[config.mk]
export PLATFORM = sky130hd
export DESIGN_NAME = instr_fetch_dispatch
export DESIGN_NICKNAME = d
export VERILOG_FILES = /design/src/rtl/tproc_pkg.sv /design/src/rtl/instr_fetch_dispatch.sv
export SDC_FILE = /design/constraint.sdc
export NUM_CORES = 1
export LEC_CHECK = 0
export ABC_AREA = 1
export BUFFER_PORTS_ARGS = -buffer_cell sky130_fd_sc_hd__buf_2
export CORE_UTILIZATION = 35
export CTS_CLUSTER_DIAMETER = 100
export DETAILED_ROUTE_END_ITERATION = 6
export GPL_ROUTABILITY_DRIVEN = 0
export PLACE_DENSITY_LB_ADDON = 0.15
export SLEW_MARGIN = 30
export SYNTH_ARGS = -nofsm -noshare
export SYNTH_HDL_FRONTEND = slang
export SYNTH_SLANG_ARGS = --single-unit
[constraint.sdc]
create_clock -name clk_i -period 1.4 [get_ports clk_i]
set_clock_uncertainty 0.05 [all_clocks]
set_input_delay 0.14 -clock clk_i [delete_from_list [all_inputs] [get_ports clk_i]]
set_output_delay 0.14 -clock clk_i [all_outputs]
set_load 0.01 [all_outputs]
[src/rtl/tproc_pkg.sv]
// Shared definitions for the instruction fetch/dispatch stage.
//   OPC_W / OPC_HI_DEFAULT : width and default MSB position of the opcode field
//   OPC_END                : opcode that terminates a program
//   state_e                : fetch/dispatch FSM state encoding
package tproc_pkg;

  localparam int unsigned OPC_W          = 4;
  localparam int unsigned OPC_HI_DEFAULT = 63;

  localparam logic [OPC_W-1:0] OPC_END = 4'h0;

  typedef enum logic [2:0] {
    StIdle   = 3'd0,
    StFetch  = 3'd1,
    StWaitRd = 3'd2,
    StIssue  = 3'd3,
    StExec   = 3'd4,
    StDone   = 3'd5
  } state_e;

endpackage

[src/rtl/instr_fetch_dispatch.sv]
// Instruction fetch/dispatch stage feeding the CLP. A rising edge on acc_enable_i (while idle)
// walks instruction memory from address 0, issuing one instruction at a time over a
// valid/ready handshake and waiting for clp_done_i before fetching the next. Stops at an END
// opcode or at the last memory address (the latter flags prog_err_o).
// Ports:
//   clk_i, rst_i          clock, synchronous active-high reset
//   acc_enable_i          start request (rising edge, sampled only when idle)
//   instr_mem_addr_o      instruction memory read address
//   instr_port_i          read data, valid RD_LAT cycles after the address
//   issue_valid_o/ready_i issue handshake; issue_instr_o is the instruction offered
//   clp_done_i            CLP finished the accepted instruction (sampled only in EXEC)
//   busy_o                high outside IDLE
//   prog_done_o           one-cycle pulse at program termination
//   prog_err_o            sticky: ran off the end of memory without END; cleared on start
//   instr_count_o         instructions issued since last start (saturating)
module instr_fetch_dispatch
  import tproc_pkg::*;
#(
  parameter int unsigned ADDR_W  = 10,
  parameter int unsigned INSTR_W = 64,
  parameter int unsigned OPC_HI  = OPC_HI_DEFAULT,
  parameter int unsigned RD_LAT  = 1
) (
  input  logic               clk_i,
  input  logic               rst_i,
  input  logic               acc_enable_i,
  output logic [ADDR_W-1:0]  instr_mem_addr_o,
  input  logic [INSTR_W-1:0] instr_port_i,
  output logic               issue_valid_o,
  input  logic               issue_ready_i,
  output logic [INSTR_W-1:0] issue_instr_o,
  input  logic               clp_done_i,
  output logic               busy_o,
  output logic               prog_done_o,
  output logic               prog_err_o,
  output logic [ADDR_W-1:0]  instr_count_o
);

  localparam logic [ADDR_W-1:0] AddrMax = {ADDR_W{1'b1}};
  // WAITRD lasts RD_LAT cycles: counter runs LatInit..0 and captures on 0.
  localparam logic [1:0]        LatInit = 2'(RD_LAT - 1);

  state_e             state_q, state_d;
  logic [ADDR_W-1:0]  addr_q, addr_d;
  logic [ADDR_W-1:0]  count_q, count_d;
  logic [INSTR_W-1:0] instr_q, instr_d;
  logic [1:0]         lat_q, lat_d;
  logic               err_q, err_d;
  logic               acc_q;
  logic               start;
  logic [OPC_W-1:0]   opcode;

  assign start  = acc_enable_i & ~acc_q;
  assign opcode = instr_port_i[OPC_HI -: OPC_W];

  always_ff @(posedge clk_i) begin
    if (rst_i) begin
      state_q <= StIdle;
      addr_q  <= '0;
      count_q <= '0;
      instr_q <= '0;
      lat_q   <= '0;
      err_q   <= 1'b0;
      acc_q   <= 1'b0;
    end else begin
      state_q <= state_d;
      addr_q  <= addr_d;
      count_q <= count_d;
      instr_q <= instr_d;
      lat_q   <= lat_d;
      err_q   <= err_d;
      acc_q   <= acc_enable_i;
    end
  end

  always_comb begin
    state_d = state_q;
    addr_d  = addr_q;
    count_d = count_q;
    instr_d = instr_q;
    lat_d   = lat_q;
    err_d   = err_q;

    unique case (state_q)
      StIdle: begin
        if (start) begin
          addr_d  = '0;
          count_d = '0;
          err_d   = 1'b0;
          state_d = StFetch;
        end
      end
      StFetch: begin
        lat_d   = LatInit;
        state_d = StWaitRd;
      end
      StWaitRd: begin
        if (lat_q == 2'd0) begin
          instr_d = instr_port_i;
          state_d = (opcode == OPC_END) ? StDone : StIssue;
        end else begin
          lat_d = lat_q - 2'd1;
        end
      end
      StIssue: begin
        // clp_done_i is deliberately not looked at here.
        if (issue_ready_i) begin
          if (count_q != AddrMax) count_d = count_q + 1'b1;
          state_d = StExec;
        end
      end
      StExec: begin
        if (clp_done_i) begin
          if (addr_q == AddrMax) begin
            err_d   = 1'b1;
            state_d = StDone;
          end else begin
            addr_d  = addr_q + 1'b1;
            state_d = StFetch;
          end
        end
      end
      StDone: begin
        state_d = StIdle;
      end
      default: begin
        state_d = StIdle;
      end
    endcase
  end

  assign instr_mem_addr_o = addr_q;
  assign issue_valid_o    = (state_q == StIssue);
  assign issue_instr_o    = instr_q;
  assign busy_o           = (state_q != StIdle);
  assign prog_done_o      = (state_q == StDone);
  assign prog_err_o       = err_q;
  assign instr_count_o    = count_q;

endmodule

Word level (Yosys, flattened, before mapping):

Cells that the tools add are included.
Widths: inputs -> output; s select.

* word-level logic and storage cells: 60
* bits in registers: 91
* output and inout bits: 88

* add/sub/neg operators: 3
* reduce and logical (&&, ||, !) cells: 13
* bitwise logic cells: 2
* eq/ne operators: 15
* multiplexer cells: 20

Operators with widths (number)
* $mux 10: 5
* $pmux 10 s2: 2
* $add 10x1->10 const B: 2
* $mux 3: 6
* $reduce_and 4->1: 4
* $pmux 3 s5: 1
* $ne 2x2->1 const B: 6
* $eq 10x10->1 const B: 1
* $ne 10x10->1 const B: 1
* $eq 3x2->1 const B: 2
* $eq 3x3->1 const B: 2
* $reduce_bool 2->1: 3
* $logic_not 4->1: 1
* $ne 2x1->1 const B: 2
* $pmux 2 s2: 1
* $reduce_and 2->1: 2
* $eq 3x1->1 const B: 1
* $logic_not 3->1: 1
* $mux 1: 3
* $reduce_bool 3->1: 1
* $logic_not 2->1: 1
* $mux 2: 1
* $pmux 1 s2: 1
* $sub 2x1->2 const B: 1
* other kinds (2): 2

Longest topological paths before layout:

Gate-level depths: netlist (run 1).

* depth in word-level cells: 4
* depth in mapped cells: 11
* depth with buffers taken out: 10

Worst setup path before layout (run 1):

Ideal clock, no wire load.

* kind: flip-flop to flip-flop
* from: register addr_q[0] (netlist: instr_mem_addr_o[0])
* to: register addr_q[5] (netlist: instr_mem_addr_o[5])
* setup time: 0.114 ns
* arrival time: 1.473 ns
* stages on the path, launching flop included: 10
* path slack: -0.237 ns
* data required time: 1.236 ns
* period minus slack after synthesis: 1.637 ns
* buffers on the path: 1
* cells stage by stage: dfxtp_1 -> ha_1 -> nand2_1 -> nor2_2 -> nand3_2 -> nand3_4 -> nand2_4 -> buf_6 -> a21oi_1 -> nor2_1

* longest elaborated chain between the ends: 4

Ends and longest elaborated chain
* start: declaration: line instr_fetch_dispatch.sv:44 `logic [ADDR_W-1:0] addr_q, addr_d;`
* start signal: assignment: line instr_fetch_dispatch.sv:67 `addr_q <= addr_d;`
* $add 10x1->10: line instr_fetch_dispatch.sv:118 `addr_d = addr_q + 1'b1;`
* $mux 10: line instr_fetch_dispatch.sv:114 `if (addr_q == AddrMax) begin`
* $mux 10: line instr_fetch_dispatch.sv:113 `if (clp_done_i) begin`
* $pmux 10 s2: line instr_fetch_dispatch.sv:84 `unique case (state_q)`

Parallel ways exist; a longest one is shown, timed or not. The select of a mux whose other input is x is not followed.
A chain may end at the register's enable or synchronous reset.

Worst setup path in the final report (run 1):

* from: register state_q[0]
* to: output busy_o

* longest elaborated chain between the ends: 1

Ends and longest elaborated chain
* start: declaration: line instr_fetch_dispatch.sv:43 `state_e state_q, state_d;`
* start signal: assignment: line instr_fetch_dispatch.sv:58 `state_q <= StIdle;`
* start signal: assignment: line instr_fetch_dispatch.sv:66 `state_q <= state_d;`
* $reduce_bool 3->1: line instr_fetch_dispatch.sv:135 `assign busy_o = (state_q != StIdle);`
* end: declaration: line instr_fetch_dispatch.sv:33 `output logic busy_o,`

Every way passes these cells.

==> metrics, run 1 <==
Ports=between 150 and 200; Syn Inst Count=between 500 and 600; max frequency=0.701 GHz; crit share post-route=102%; Core Area=0.0110 sq mm; ys async rst share=0%; clk root buf=clkbuf_16; largest net degree at the start of global routing=76; status=finished with violations; Area Overhead vs Synth=52.5%; CTS sink count=a little over 90; VDD IR-drop max=~0.91 mV; setup slack after layout=-0.0263 ns; Final setup viols=2; sequential share of the synthesized area=around 45%; synthesized area=0.00403 sq mm; yosys warns=0; Routed WL=between 10000 and 15000 microns; WHS=~0.02 ns; Tot Pwr=about 0.011 W; cell leakage power=2.74 nW; Min-Delay Path Class=input pin to flip-flop; TritonCTS Buffers=9; final hold vios=0; initial antenna violation count=0; Finished Core Util=approximately 56%; Post-synth top flop=dfxtp_1; Synth Net Count=about 620; Total Routing Usage GR=18.5%; IO Port Bufs=156; DRC=0; Diodes inserted=0; Post-Syn Area per Cell=roughly 7.3 sq um; violated checks=setup timing; violation count after the first detailed-route iteration=167; Worst EP required=about 1.2 ns; non-filler cells, final=897; clk slew on worst S/H paths=about 0.07 ns; Nets=between 800 and 900; worst setup path class=flip-flop to output port; Max-slew headroom=76.5%; CP cell instances=nor2_4 > buf_6 > nand2_4 > buf_6 > buf_6; library cells used by synthesis=32; routed len/inst=approximately 14 microns; Pwr Density=about 1800 mW/mm^2; Max Buffers Root-to-Sink=2; critical path's largest stage delay=between 0.3 and 0.4 ns; Post-synth EDFFs=0; Slew Limit Fails=0; share of cells above drive strength 1=42.8%; RSZ-0062 raised after global routing=yes; setup TNS=-0.0306 ns; Via Count=around 4300; Die W=109 microns; Rows=38; DP Wirelength=7660 microns; Worst path slowest cell=dfxtp_4; Vias/cell=between 4 and 5; most used cell, CP=buf_6; worst slew pin tran=around 0.35 ns; critical path launch point type=flip-flop; H-tree depth=3; Critical Path Fanout Max=5; worst skew pair latency=around 0.33 ns; post-route minimum period=roughly 1.4 ns; first-pass GRT wire length=roughly 18000 microns; post-route ant nets=0; TritonCTS clock tree=built; TritonRoute pass-1 iters=6; die height=109 microns; crit path DAT=~1.2 ns; vias in the first global route=3754; DIE AREA=around 0.012 sq mm; Inst Count DP=roughly 870; total congestion overflow=0; max cap viols=0; #FFs+latches synth=roughly 90; Setup crit end kind=output port; Initial Util=around 37%
stage by stage:
step / worst slack, ns / area (sq um)
2_1_floorplan: -0.0598 / 4100
3_3_place_gp: -0.00770 / 5290
3_5_place_dp: -0.0321 / 5290
4_1_cts: -0.0320 / 5700
5_1_grt: -0.0939 / 6150
6_report: -0.0263 / 6150
placed cells by master, fill, tap and decap left out, drive strengths merged:
master and count:
o21ai 10, a21o 1, nor3b 2, clkinvlp 1, o21bai 2, dfxtp 91
xor2 1, buf 215, or2 3, inv 35, bufinv 1, ha 3
nor3 2, dlygate4sd3 1, a31oi 1, a21oi 82, clkbuf 15, nand2 144
clkinv 2, nand3b 1, a22oi 1, nor2 50, nand3 92, o21a 1
cell type report:
class,instances,area (sq um)
Multi-Input combinational cell,396,2170
Clock inverter,6,68.8
Tap cell,140,175
Clock buffer,10,250
Inverter,33,131
Sequential cell,91,1850
Fill cell,1069,4880
Timing Repair Buffer,221,1500
state kept, by name, summed over array words and instances, names as in the netlist:
register / count
state_q: 3
lat_q: 2
prog_err_o: 1
instr_count_o: 10
acc_q: 1
instr_mem_addr_o: 10
issue_instr_o: 64
synth_stat cells (2+ instances only):
cell type  count  area (sq um)
o21bai_1       2          15.0
nand2_1      138           518
nand2_2        4          25.0
buf_6         11           124
inv_2          5          18.8
nor3b_1        2          15.0
buf_2          3          15.0
o21ai_0        7          35.0
o21ai_1        3          15.0
nand2_4        2          22.5
nor2_1        48           180
dfxtp_1       91          1820
nor3_1         2          10.0
ha_1           3          37.5
inv_1         28           105
or2_2          3          18.8
a21oi_1       80           400
nand3_1       89           445
nand3_4        2          35.0
buf_4          3          22.5
clkbuf_1      15          56.3
critical path: cells and delay by family, from the launching register on:
kind / cells / cell delay [ns]
buffers and inverters: 3 / 0.34
AND/OR/NAND/NOR: 2 / 0.19
flip-flops: 1 / 0.37
logic make-up (layout without fill, tap and decap cells):
logic type      after synthesis  count (layout)  synth area share (%)
flops                        91              91                  45.2
compound gates               98              98                  12.9
buf+inv                      65             270                  8.47
simple gates                294             294                  32.4
xor+xnor                      1               1                 0.217
fa+ha+maj                     3               3                 0.931
layer usage:
metal	track usage [%]	vias up	wire length [microns]
met3	5.57	13	768
li1	-	2216	-
met2	31.4	129	5790
met1	22.9	1973	5550
met4	4.48	0	123
met5	0	-	0
power by group:
group | leakage, nW | switching, W | internal, W | total, W
sequential | 0.745 | 0.000272 | 0.00308 | 0.00335
clock | 0.155 | 0.00106 | 0.00151 | 0.00257
combinational | 1.84 | 0.00294 | 0.00231 | 0.00525
total | 2.74 | 0.00427 | 0.00689 | 0.0112
final timing paths:
check / cells after the start / from / to / slack (ns)
worst max-delay path: 5 / state_q[0]$_SDFFE_PP0P_ / busy_o / -0.03
worst max register to register: 11 / instr_count_o[1]$_SDFFE_PP0P_ / instr_count_o[7]$_SDFFE_PP0P_ / 0
worst min register to register: 2 / issue_instr_o[22]$_SDFFE_PP0P_ / issue_instr_o[22]$_SDFFE_PP0P_ / 0.41
worst min-delay path: 3 / instr_port_i[10] / issue_instr_o[10]$_SDFFE_PP0P_ / 0.02
timing repair:
item | 4_1_cts | 5_1_grt
pin swaps | 7 | 23
gates cloned | 0 | 6
buffers inserted | 1 | 7
endpoints found under the hold margin | 1 | 0
hold buffers | 1 | 0
endpoints found under the setup margin | 30 | 77
gates resized for setup | 22 | 71
Power figures use the tool's default switching activity.
==> run 2: changes to the inputs <==
--- a/config.mk
+++ b/config.mk
@@ -5,7 +5,6 @@
 export SDC_FILE = /design/constraint.sdc
 export NUM_CORES = 1
 export LEC_CHECK = 0
-export ABC_AREA = 1
 export BUFFER_PORTS_ARGS = -buffer_cell sky130_fd_sc_hd__buf_2
 export CORE_UTILIZATION = 35
 export CTS_CLUSTER_DIAMETER = 100
==> metrics, run 2 <==
status=finished with violations; violated checks=setup timing; Critical Path Fanout Max=5; GR Util met1=25.3%; Post-synth top flop=dfxtp_1; Ports=~160; initial antenna violation count=0; Synth Net Count=between 500 and 600; IO Port Bufs=around 160; die height=106 microns; #FFs+latches synth=a little over 90; worst setup path class=flip-flop to flip-flop; Max Buffers Root-to-Sink=2; Post-synth EDFFs=0; Rows=37; Core Area=between 0.01 and 0.015 sq mm; clk slew on worst S/H paths=about 0.09 ns; worst skew pair latency=about 0.37 ns; Routed WL=14900 microns; Nets=843; synthesized area=around 0.0038 sq mm; Min-Delay Path Class=input pin to flip-flop; TritonRoute pass-1 iters=5; CTS sink count=91; cell leakage power=~3.4 nW; RSZ-0062 raised after global routing=yes; clk root buf=clkbuf_8; leading area contributor after synthesis=dfxtp_1; Post-Syn Area per Cell=8.11 sq um; yosys warns=0; Finished Core Util=about 73%; max frequency=between 0.6 and 0.7 GHz; post-route minimum period=about 1.6 ns; routed len/inst=16.4 microns; Synth top area share=slightly below 50%; ys async rst share=0%; DP Worst Slack=-0.308 ns; violation count after the first detailed-route iteration=between 200 and 250; Final setup viols=90; vias in the first global route=roughly 4300; VDD IR-drop max=~0.68 mV; M2 GR Usage=between 30% and 40%; leading cell type in the layout, fill and taps excluded=buf_2; Area Overhead vs Synth=101%; most frequent cells in the layout=buf_2, dfxtp_1, nand2_1, dlygate4sd3_1, buf_4; max reg flops=64; Total Routing Usage GR=around 22%; H-tree depth=3; largest net degree at the start of global routing=49; Initial Util=a little over a third; Via Count=between 4000 and 5000; Most Crowded Layer GR=met2; TritonCTS Buffers=9; Max-slew headroom=55.7%; total congestion overflow=0; sequential share of the synthesized area=around 48%; Die W=~110 microns; Setup crit end kind=flip-flop; critical path launch point type=flip-flop; worst slew pin tran=approximately 0.66 ns; post-route ant nets=0; crit share post-route=116%; crit path DAT=between 1.5 and 2 ns; first-pass GRT wire length=19800 microns; Pwr Density=between 1000 and 1500 mW/mm^2; share of cells above drive strength 1=between 50% and 60%; DIE AREA=~0.011 sq mm; Diodes inserted=0; count leader, synth=nand2_1; Worst EP required=roughly 1.6 ns; met3 GRT Util=between 5 and 6%; TritonCTS clock tree=built; Vias/cell=~5.1; final hold vios=0; Slew Limit Fails=0; synth top area cells=dfxtp_1, nand2_1, a21oi_1; DP Wirelength=7660 microns; max cap viols=0; layout filler cell count=slightly above 700; setup slack after layout=-0.223 ns; Post-synth top cells=nand2_1, dfxtp_1, a21oi_1, clkbuf_1, inv_1; library cells used by synthesis=slightly below 60; Syn Inst Count=approximately 470; DRC=0
-- run 2: stage by stage --
step                hold WS [ns]  setup TNS [ns]  power (W)  cell area, sq um  instances
global route            -0.00573          -12.52    0.00798              7610        912
CTS                      0.00229           -3.61    0.00687              6600        898
global placement           0.331          -11.07    0.00437              5200        792
detailed placement         0.336          -15.07    0.00441              5200        792
floorplan                  0.218           -1.13    0.00377              3880        466
finish                   0.00549           -9.02    0.00767              7610        912
-- run 2: timing repair --
| action | CTS | global route |
|---|---|---|
| pin swaps | 65 | 117 |
| endpoints found under the setup margin | 92 | 92 |
| endpoints found under the hold margin | 64 | 0 |
| gates resized for setup | 64 | 211 |
| buffers inserted | 22 | 6 |
| hold buffers | 64 | 0 |
| cloned | 4 | 10 |
-- run 2: cell type report --
type / instances / area [sq um] / share of cell area [%]
Multi-Input combinational cell: 335 / 2700 / 35.5
Timing Repair Buffer: 322 / 2630 / 34.6
Sequential cell: 91 / 1860 / 24.4
Tap cell: 136 / 170 / 2.24
Clock buffer: 10 / 128 / 1.68
Clock inverter: 6 / 73.8 / 0.970
Inverter: 12 / 47.5 / 0.625
-- run 2: layer usage --
layer / share of wire (%) / up-vias
met1: 41 / 2230
li1: - / 2236
met3: 5.4 / 32
met4: 2.4 / 0
met2: 51 / 161
met5: 0 / -
-- run 2: cells by family (layout without fill, tap and decap cells) --
kind of cell / Yosys count / in the layout / share of synthesized area [%]
flops: 91 / 91 / 48.2
simple gates: 202 / 202 / 24.9
xor+xnor: 1 / 1 / 0.232
buf+inv: 40 / 350 / 4.94
mux: 1 / 1 / 0.265
compound gates: 128 / 128 / 20.5
fa+ha+maj: 3 / 3 / 0.994
-- run 2: critical path, cell delays in order, from the launching register on --
cell and delay (ns):
dfxtp_4 0.37, buf_6 0.13, nand3b_1 0.19, buf_4 0.17
or4_4 0.51, a21oi_2 0.13
-- run 2: worst paths after layout --
| path | endpoint | slack, ns | depth (start not counted) | start |
|---|---|---|---|---|
| setup / recovery | instr_count_o[6]$_SDFFE_PP0P_ | -0.22 | 5 | state_q[2]$_SDFFE_PP0P_ |
| hold / removal | acc_q$_SDFF_PP0_ | 0.005 | 2 | acc_enable_i |
| setup reg to reg | instr_count_o[6]$_SDFFE_PP0P_ | -0.22 | 5 | state_q[2]$_SDFFE_PP0P_ |
| hold reg to reg | issue_instr_o[39]$_SDFFE_PP0P_ | 0.41 | 2 | issue_instr_o[39]$_SDFFE_PP0P_ |
-- run 2: report_power, final --
group	switching (W)	leakage, nW	internal [W]
combinational	0.00136	2.54	0.00148
sequential	0.000175	0.748	0.00278
clock	0.00103	0.0950	0.000849
==> run 3: changes to the inputs <==
--- a/config.mk
+++ b/config.mk
@@ -10,7 +10,7 @@
 export CTS_CLUSTER_DIAMETER = 100
 export DETAILED_ROUTE_END_ITERATION = 6
 export GPL_ROUTABILITY_DRIVEN = 0
-export PLACE_DENSITY_LB_ADDON = 0.15
+export PLACE_DENSITY = 0.66
 export SLEW_MARGIN = 30
 export SYNTH_ARGS = -nofsm -noshare
 export SYNTH_HDL_FRONTEND = slang
==> metrics, run 3 (synthesis gave the netlist of run 2 again) <==
status=finished with violations; violated checks=setup timing; Setup crit end kind=flip-flop; Vias/cell=5.26; M2 GR Usage=around 44%; Total Routing Usage GR=about a quarter; DIE AREA=around 0.011 sq mm; setup slack after layout=-0.211 ns; clk slew on worst S/H paths=roughly 0.090 ns; TritonCTS Buffers=9; crit share post-route=115%; critical path launch point type=flip-flop; cell leakage power=around 3.3 nW; total congestion overflow=0; worst setup path class=flip-flop to flip-flop; Ports=around 160; hold endpoint=state_q[2]$_SDFFE_PP0P_; Psw=0.00264 W; TritonCTS clock tree=built; Routed WL=16200 microns; post-route cell area=0.00779 sq mm; Die W=106 microns; DRC=0; TritonRoute pass-1 iters=4; Post-DP Area=0.00523 sq mm; switch share=about a third; H-tree depth=3; worst skew pair latency=around 0.36 ns; met3 GRT Util=a little under 5%; share of cells above drive strength 1=about 64%; Worst EP required=between 1.5 and 2 ns; post-route ant nets=0; Max Buffers Root-to-Sink=2; leading cell type in the layout, fill and taps excluded=buf_2; Nets=about 860; Core Area=roughly 0.010 sq mm; CTS sink count=a little over 90; vias in the first global route=approximately 4700; max reg flops=64; max cap viols=0; Internal Power=just under 0.005 W; clk root buf=clkbuf_8; Inst Count DP=approximately 800; largest net degree at the start of global routing=29; register area=0.00186 sq mm; Worst R2R End=instr_mem_addr_o[9]$_SDFFE_PP0P_; DP Wirelength=approximately 7900 microns; most frequent cells in the layout=buf_2, dfxtp_1, a21oi_2; first-pass GRT wire length=about 22000 microns; VDD IR-drop max=around 0.58 mV; crit path DAT=1.79 ns; die height=106 microns; Min-Delay Path Class=input pin to flip-flop; Seq pwr share=about 40%; Critical Path Fanout Max=7; Rows=37; IO Port Bufs=between 150 and 200; layout filler cell count=around 700; Area Overhead vs Synth=106%; Crit Reg-Reg Startpoint=state_q[2]$_SDFFE_PP0P_; violation count after the first detailed-route iteration=between 200 and 300; max frequency=0.621 GHz; RSZ-0062 raised after global routing=yes; worst hold path depth=3; routed len/inst=around 17 microns; multi-input logic area=~0.0028 sq mm; Comb pwr share=38.3%; Via Count=approximately 4900; worst r2r path cells=5; final hold vios=0; Max-slew headroom=~69%; hold path start=clp_done_i; origin of the worst setup path=state_q[2]$_SDFFE_PP0P_; Initial Util=a little over a third; GR Util met1=27.9%; post-route minimum period=about 1.6 ns; Pwr Density=just under 1000 mW/mm^2; non-filler cells, final=between 900 and 1000; Slew Limit Fails=0; Most Crowded Layer GR=met2; initial antenna violation count=0; Final setup viols=roughly 90; worst slew pin tran=~0.45 ns; clock power share=about 22%; R2R Setup Slk=-0.21 ns
[run 3: changes by cell type in the layout (fill, tap and decap cells not counted), moves of 4 or more]
| cell | before | now |
|---|---|---|
| nand2_1 | 64 | 60 |
| buf_6 | 22 | 28 |
| a21oi_2 | 48 | 68 |
| a21oi_1 | 35 | 14 |
| buf_4 | 59 | 66 |
| nand2_2 | 28 | 21 |
| nand2_4 | 51 | 62 |
[run 3: repair_timing]
action / 4_1_cts / 5_1_grt
pin swaps: 36 / 145
resized for setup: 67 / 263
buffers inserted: 23 / 20
hold buffers: 64 / 1
gates cloned: 8 / 7
hold endpoints to repair: 64 / 1
setup endpoints to repair: 90 / 93
[run 3: how the worst max path moves through the flow]
| stage | endpoint | cells after the start |
|---|---|---|
| 2_1_floorplan | instr_mem_addr_o[6]$_SDFFE_PP0P_ | 6 |
| 3_3_place_gp | instr_mem_addr_o[7]$_SDFFE_PP0P_ | 5 |
| 3_5_place_dp | issue_instr_o[44]$_SDFFE_PP0P_ | 6 |
| 4_1_cts | state_q[2]$_SDFFE_PP0P_ | 5 |
| 5_1_grt | instr_mem_addr_o[7]$_SDFFE_PP0P_ | 5 |
| 6_report | instr_mem_addr_o[9]$_SDFFE_PP0P_ | 5 |
[run 3: area by class of cell]
cell class              instances  area share, %
multi-input cells             336           36.5
clock buffers                   9           1.59
inverters                      12          0.610
clock inverters                 6          0.626
repair buffers                334           34.6
flip-flops and latches         91           23.9
well taps                     136           2.18
diodes                          1         0.0321
[run 3: critical path: stages (launching register included)]
cell	delay [ns]
dfxtp_4	0.38
nor3b_4	0.20
buf_6	0.15
o2111ai_4	0.13
o311ai_0	0.41
o41ai_1	0.15
[run 3: per-stage QoR]
step | power [W] | TNS, ns | hold WS, ns | util, % | worst slack, ns
final | 0.00755 | -11.57 | 0.0581 | 74.8 | -0.211
after global routing | 0.00786 | -15.62 | 0.0634 | 74.8 | -0.265
after CTS | 0.00670 | -6.63 | 0.000450 | 64.2 | -0.192
after detailed placement | 0.00442 | -14.56 | 0.335 | 50.2 | -0.266
after global placement | 0.00437 | -8.98 | 0.330 | 50.2 | -0.167
after floorplan | 0.00377 | -1.13 | 0.218 | - | -0.179
[run 3: power by group through the flow]
| stage | registers [W] | clock network [W] | logic [W] |
|---|---|---|---|
| 2_1_floorplan | 0.00303 | 0 | 0.000739 |
| 3_3_place_gp | 0.00294 | 0 | 0.00143 |
| 3_5_place_dp | 0.00295 | 0 | 0.00147 |
| 6_report | 0.00298 | 0.00167 | 0.00289 |
| 5_1_grt | 0.00300 | 0.00181 | 0.00305 |
| 4_1_cts | 0.00289 | 0.00169 | 0.00212 |
[run 3: layer usage]
layer  vias up  wire (microns)
met4         0             471
li1       2272               -
met2       188            8510
met5         -               0
met1      2364            6340
met3        44             849
